### src/rtl/ram_quad_fetch.sv
// ram_quad_fetch: reads four consecutive RAM bytes per group and hands the
// packed 32-bit word to a valid/ready consumer until the group count runs out.
module ram_quad_fetch #(
  parameter int DATA_W = 8,
  parameter int ADDR_W = 8,
  parameter int CNT_W  = 7
) (
  input  logic                Clk,
  input  logic                Reset,
  input  logic                start,
  input  logic [ADDR_W-1:0]   base_addr,
  input  logic [CNT_W-1:0]    grp_count,
  output logic                busy,
  output logic                done,
  output logic                ram_cs,
  output logic                ram_rd,
  output logic                ram_we,
  output logic [ADDR_W-1:0]   ra_0,
  output logic [ADDR_W-1:0]   ra_1,
  output logic [ADDR_W-1:0]   ra_2,
  output logic [ADDR_W-1:0]   ra_3,
  input  logic [DATA_W-1:0]   dout_0,
  input  logic [DATA_W-1:0]   dout_1,
  input  logic [DATA_W-1:0]   dout_2,
  input  logic [DATA_W-1:0]   dout_3,
  output logic [4*DATA_W-1:0] out_data,
  output logic                out_valid,
  input  logic                out_ready
);

  typedef enum logic [1:0] {
    S_IDLE,
    S_ISSUE,
    S_CAPT,
    S_HOLD
  } state_t;

  state_t              r_state;
  state_t              w_next;
  logic [ADDR_W-1:0]   r_cur;
  logic [CNT_W-1:0]    r_rem;
  logic [ADDR_W-1:0]   r_ra0;
  logic [ADDR_W-1:0]   r_ra1;
  logic [ADDR_W-1:0]   r_ra2;
  logic [ADDR_W-1:0]   r_ra3;
  logic [4*DATA_W-1:0] r_data;
  logic                r_valid;
  logic                r_done;

  logic                w_hs;
  logic                w_last;
  logic                w_load;
  logic                w_zero;
  logic                w_enter;
  logic [ADDR_W-1:0]   w_addr;

  assign w_hs    = (r_state == S_HOLD) && r_valid && out_ready;
  assign w_last  = (r_rem == CNT_W'(1));
  assign w_load  = (r_state == S_IDLE) && start && (grp_count != '0);
  assign w_zero  = (r_state == S_IDLE) && start && (grp_count == '0);
  assign w_enter = (w_next == S_ISSUE) && (r_state != S_ISSUE);
  // Address of the group about to be issued: fresh base or next group.
  assign w_addr  = (r_state == S_IDLE) ? base_addr
                                       : r_cur + ADDR_W'(4);

  always_comb begin
    w_next = r_state;
    unique case (r_state)
      S_IDLE:  if (w_load) w_next = S_ISSUE;
      S_ISSUE: w_next = S_CAPT;
      S_CAPT:  w_next = S_HOLD;
      S_HOLD:  if (w_hs) w_next = w_last ? S_IDLE : S_ISSUE;
      default: w_next = S_IDLE;
    endcase
  end

  always_ff @(posedge Clk or posedge Reset) begin
    if (Reset) begin
      r_state <= S_IDLE;
      r_cur   <= '0;
      r_rem   <= '0;
      r_ra0   <= '0;
      r_ra1   <= '0;
      r_ra2   <= '0;
      r_ra3   <= '0;
      r_data  <= '0;
      r_valid <= 1'b0;
      r_done  <= 1'b0;
    end else begin
      r_state <= w_next;
      r_done  <= w_zero || (w_hs && w_last);
      if (w_load) begin
        r_cur <= base_addr;
        r_rem <= grp_count;
      end else if (w_hs) begin
        r_cur <= r_cur + ADDR_W'(4);
        r_rem <= r_rem - CNT_W'(1);
      end
      if (w_enter) begin
        r_ra0 <= w_addr;
        r_ra1 <= w_addr + ADDR_W'(1);
        r_ra2 <= w_addr + ADDR_W'(2);
        r_ra3 <= w_addr + ADDR_W'(3);
      end
      if (r_state == S_CAPT) begin
        r_data  <= {dout_3, dout_2, dout_1, dout_0};
        r_valid <= 1'b1;
      end else if (w_hs) begin
        r_valid <= 1'b0;
      end
    end
  end

  assign busy      = (r_state != S_IDLE);
  assign done      = r_done;
  assign ram_cs    = (r_state == S_ISSUE);
  assign ram_rd    = (r_state == S_ISSUE);
  assign ram_we    = 1'b0;
  assign ra_0      = r_ra0;
  assign ra_1      = r_ra1;
  assign ra_2      = r_ra2;
  assign ra_3      = r_ra3;
  assign out_data  = r_data;
  assign out_valid = r_valid;

endmodule

### config.mk
export PLATFORM = sky130hd
export DESIGN_NAME = ram_quad_fetch
export DESIGN_NICKNAME = d
export VERILOG_FILES = /design/src/rtl/ram_quad_fetch.sv
export SDC_FILE = /design/constraint.sdc
export NUM_CORES = 1
export LEC_CHECK = 0
export BUFFER_PORTS_ARGS = -buffer_cell sky130_fd_sc_hd__clkbuf_2
export CAP_MARGIN = 25
export CORE_MARGIN = 2
export CORE_UTILIZATION = 51
export DETAILED_ROUTE_END_ITERATION = 6
export PLACE_DENSITY = 0.76
export SLEW_MARGIN = 20
export SYNTH_ARGS = -nofsm -noshare
export SYNTH_HDL_FRONTEND = slang
export SYNTH_SLANG_ARGS = --single-unit
### constraint.sdc
create_clock -name Clk -period 2.75 [get_ports Clk]
set_clock_uncertainty 0.1 [all_clocks]
set_input_delay 0 -clock Clk [delete_from_list [all_inputs] [get_ports Clk]]
set_output_delay 0 -clock Clk [all_outputs]
set_load 0.005 [all_outputs]
== Word-level counts from Yosys, hierarchy flattened ==
Index checks and enable logic that the tools add are counted.
Widths: inputs -> output; s select.

* Add/subtract/negate cells: 5
* Equality and inequality tests: 6
* Muxes and demuxes: 11
* Reduce and logical (&&, ||, !) cells: 14

{| class="wikitable"
|+ Operator list
! operator !! number
|-
| $mux 8 || 3
|-
| $add 8x2->8 const B || 2
|-
| $mux 7 || 2
|-
| $add 8x1->8 const B || 1
|-
| $add 8x3->8 const B || 1
|-
| $pmux 2 s4 || 1
|-
| $eq 7x1->1 const B || 1
|-
| $logic_and 1x1->1 || 7
|-
| $logic_not 7->1 || 1
|-
| $reduce_bool 7->1 || 1
|-
| $sub 7x1->7 const B || 1
|-
| $reduce_bool 2->1 || 3
|-
| $eq 2x1->1 const B || 2
|-
| $eq 2x2->1 const B || 2
|-
| $mux 2 || 2
|-
| $mux 1 || 3
|-
| $logic_not 2->1 || 1
|-
| $ne 2x1->1 const B || 1
|-
| $logic_or 1x1->1 || 1
|}

* Bits in registers: 83
* Output and inout bits: 70

== Depth between registers and ports, before layout ==
* Word-level depth: 7
* Depth in mapped cells: 10

== Worst setup path before layout ==
No wires, ideal clock.

* Kind: flip-flop to flip-flop
* Start point: reg r_state[1]
* End point: reg r_ra1[7], in the netlist ra_1[7]
* Data arrival time: 2222 ps
* Required time: 2524 ps
* Path slack: 302 ps
* Stages on the path, launching flop included: 11
* Path buffers: 1
* Clock period less this slack: 2448 ps
* Path through: dfrtp_1 nor2_1 inv_2 buf_2 a21oi_2 ha_1 nand2_1 nor4_1 a41o_1 nand2_1 a221o_1

* Elaborated cells on any way between the ends: 16

{| class="wikitable"
|+ RTL lines
! item !! RTL line !! text
|-
| start, declared || 38 || <nowiki>state_t r_state;</nowiki>
|-
| start signal, assigned || 90 || <nowiki>r_state <= w_next;</nowiki>
|-
| $logic_not 2->1 || 63 || <nowiki>assign w_addr = (r_state == S_IDLE) ? base_addr</nowiki>
|-
| $mux 8 || 63 ||
|-
| via w_addr[2] || 55 || <nowiki>logic [ADDR_W-1:0] w_addr;</nowiki>
|-
| $add 8x1->8 || 101 || <nowiki>r_ra1 <= w_addr + ADDR_W'(1);</nowiki>
|-
| end signal, assigned || 101 ||
|-
| end, declared || 43 || <nowiki>logic [ADDR_W-1:0] r_ra1;</nowiki>
|}

The timed path passes the listed nets, and every way through them passes these cells.
A chain may end at the register's enable or synchronous reset.

== Final worst setup path ==
* Start point: reg r_state[0]
* End point: reg r_ra1[7], in the netlist ra_1[7]

Same word-level chain as after synthesis.

==> results.md <==
- For this run, the detailed router's first-pass iteration total came to 4.
- The final critical path time including I/O delays and setup is 2499 ps.
- The synthesized netlist devotes 2.298% of its cell area to adder and majority cells.
- The category of the critical setup timing path is reg -> reg.
- The global-route wire length before repair is 16420 um.
- In the global route stage, met3 resource usage came out at 6.260%.
- The most common cell after layout, fill and taps aside is clkbuf_2.
- The worst setup path is captured at a register.
- The mean number of vias per cell is 5.264.
- The main combinational cell family by area after synthesis is simple AND/OR/NAND/NOR gates.
- In the final design database the tool counted 593 nets.
- The post-synthesis cell type count is 46.
- The path category of the worst min-delay check is in -> reg.
- The final HPWL from detailed placement is 6522 um.
- The hold violation total from the final report is 0.
- Data on the critical path is required at its endpoint by 2900 ps.
- Wires add up to 9825 um.
- TritonCTS created 9 clock buffers.
- Entering global routing, the biggest net connects 66 pins.
- For this run, the top clock speed supported by timing is 0.4002 GHz.
- The cell type contributing the most total cell area after synthesis is dfrtp_1.
- The number of enable-type register cells in the synthesized netlist is 0.
- CTS placed an instance of clkbuf_8 at the clock tree root.
- For this design the top-level I/O count stands at 121.
- The area of combinational cells with multiple inputs is 1644 um2.
- The number of DRC markers in iteration 0 is 132.
- From bottom edge to top edge, the die measures 90.45 um.
- Setup repair after global routing left no endpoint under its margin.
- The count of cells in the finished layout, fillers not included, comes to 640.
- The via count of the first global-routing pass is 3494.
- Setup violations remaining at the end of the flow were counted as 0.
- Sorting the synthesized cells by area gives the leading types as dfrtp_1, mux2_2, nand2_1, nor2_1, o21ai_0.
- Global routing used 25.14% of the available tracks.
- The clock sink total is 81.
- The initial cell density of the core is 52.54%.
- The post-synthesis net count is 419.
- The clock insertion delay at the later pin of the skew report is 360 ps.
- The kind of start point of the critical path is a register.
- The register bit count reported by yosys is 81.
- The total of warnings raised by yosys is 0.
- The final antenna-violating net count is 0.
- The fraction of the core area covered by cells at the end of the flow is 72.71%.
- The die covers 8180 um2.
- The slowest stage cell on the critical path is dfrtp_1.
- The total area of sequential cells is 2027 um2.
- The highest net fanout along the worst path is 8.
- VDD sags by at most 560.9 uV.
- The most used flip-flop cell after synthesis is dfrtp_1.
- The measured slew at the worst slew-check pin is 575.9 ps.
- Of the post-synthesis cell area, the dominant cell type holds 53.18%.
- The share of cells above drive strength 1 is 35.74%.
- The count of buffers added on input and output ports is 119.
- The core region area is 7253 um2.
- The total negative slack for setup checks is 0 ps.
- For this design the static power due to leakage is 2.543 nW.
- By instance count, the cell type seen most on the critical path is nand2_1.
- The most used routing layer in global routing is met2.
- The horizontal extent of the die is 90.45 um.
- The library cells used most frequently in the layout, excluding fill and tap cells, are clkbuf_2, dfrtp_1, nand2_1.
- The synthesized-area fraction occupied by ao, oa, aoi and oai cells is 11.46%.
- The multiplexer area fraction after synthesis is 9.980%.
- The simple-gate share of the synthesized area is 15.50%.
- Summing every instance area after synthesis gives 3811 um2.
- The worst path arrival time is 2650 ps.
- The total overflow reported by the global router is 0.
- The number of placed cells counting well taps is 574.
- In this run the power density over the cells is 973.2 nW/um2.
- The share of synthesized flip-flops with an asynchronous set or reset is 100.0%.
- Routability-driven placement finished with a final weighted congestion of 0.8840.
- Of the synthesized area, sequential elements account for 53.18%.
- The tool flagged a number of max-cap violations equal to 0.
- The filler cell count is 528.
- The H-tree level count is 3.
- The area growth from synthesis to layout is 38.38%.
- The xor and xnor area share after synthesis is 3.677%.
- The run finished with clean final reports.
- Once the clock tree was built, the setup fixing pass inserted 0 buffers.
- Once placement finished, the instance area stood at 4563 um2.
- Global routing used 44.11% of the available met2 tracks.
- The max-slew violation count is 0.
- In this run the deepest clock path goes through 2 buffers.
- The delay of the slowest cell on the worst path is 470 ps.
- The site row count is 31.
- Measured against its own limit, the worst slew margin works out to 61.26%.
- Traced cell by cell, the critical path runs through nor2_2, inv_2, a21oi_2, ha_1, nand2_1, nor4_1, a41o_1, nand2_1, a221o_1.
- TritonCTS built the clock tree.
- The average wire per cell in the routed design is 15.35 um.
- After layout, the worst path uses 90.87% of the clock period.
- The per-instance average area after synthesis is 10.56 um2.
- Global routing used 28.27% of the available met1 tracks.
- The total number of vias is 3369.
- The clock-pin slew on the worst setup and hold paths is 80 ps.
- The number of instances in the synthesized netlist is 361.
- The initial antenna violation count is 1.
- The post-route cell area is 5274 um2.
- The residual DRC count is 0.
-- critical path: cells and delay by family (launching register included) --
| kind | cells | cell delay, ps |
|---|---|---|
| AO/OA/AOI/OAI | 3 | 840 |
| AND/OR/NAND/NOR | 4 | 560 |
| flip-flops | 1 | 470 |
| adder cells (fa/ha/maj) | 1 | 350 |
| buffers and inverters | 1 | 70 |
-- power breakdown --
part           switching, mW  total [mW]  internal [mW]
Sequential             0.365        2.09           1.73
Clock                  0.439       0.912          0.473
Combinational           1.06        2.13           1.07
Total                   1.86        5.13           3.27
-- flip-flops by register name (all words and copies together) (netlist names) --
name       cells
done           1
r_cur          8
ra_1           8
ra_3           7
ra_2           7
r_state        2
r_rem          7
out_valid      1
out_data      32
ra_0           8
-- final cells by class --
cell class / instances / area share, %
well taps: 99 / 2.349
clock buffers: 11 / 2.871
clock inverters: 5 / 1.210
repair buffers: 184 / 23.11
multi-input cells: 249 / 31.17
flip-flops and latches: 81 / 38.43
inverters: 10 / 0.8066
diodes: 1 / 0.04745
-- cells in the mapped netlist (all sizes together), types with 3 or more instances --
| cell type | count |
|---|---|
| a22oi | 3 |
| nor2 | 26 |
| a21oi | 12 |
| nand2 | 56 |
| or3 | 3 |
| a221o | 6 |
| xnor2 | 8 |
| o211ai | 7 |
| clkbuf | 11 |
| a21boi | 3 |
| inv | 10 |
| nand4 | 4 |
| nor3b | 3 |
| mux2 | 32 |
| nor3 | 6 |
| dfrtp | 81 |
| o21ai | 19 |
| buf | 10 |
| or4 | 4 |
| nand3 | 11 |
| ha | 7 |
| a21o | 4 |
| nor4 | 4 |
| xor2 | 8 |
-- final timing paths --
path,from,to,slack [ps],cells past startpoint
worst max register to register,r_state[0],ra_1[7],250,9
worst min-delay path,start,r_rem[6],90,5
worst max-delay path,r_state[0],ra_1[7],250,9
max in group asynchronous,Reset,ra_2[1],1790,4
worst min register to register,ra_2[5],ra_2[5],380,2
min in group asynchronous,Reset,out_data[29],170,3
-- logic make-up (layout without fill, tap and decap cells) --
family          Yosys count  after routing
simple gates            126            126
flops                    81             81
compound gates           65             65
mux                      34             34
buf+inv                  31            210
xor+xnor                 16             16
fa+ha+maj                 7              7
other cells               1              2
-- timing repair --
| action | 4_1_cts | 5_1_grt |
|---|---|---|
| hold endpoints to repair | 113 | 0 |
| resized for setup | 0 | 1 |
| hold buffers | 49 | 0 |
| setup endpoints to repair | 0 | 2 |
-- stage by stage --
stage	setup WS (ps)	hold WS (ps)	power [mW]
3_5_place_dp	213.2	-1.507	4.144
2_1_floorplan	301.5	5.435	3.303
6_report	251.0	88.17	5.132
5_1_grt	51.15	101.4	5.493
3_3_place_gp	353.4	115.8	4.060
4_1_cts	192.5	70.29	5.112
-- routing by layer --
metal / part of all wire, % / up-vias / wire [um]
li1: - / 1602 / -
met1: 39 / 1613 / 3874
met5: 0 / - / 0
met2: 52 / 123 / 5091
met4: 4.0 / 0 / 393
met3: 4.7 / 31 / 465
Power figures use the tool's default switching activity.
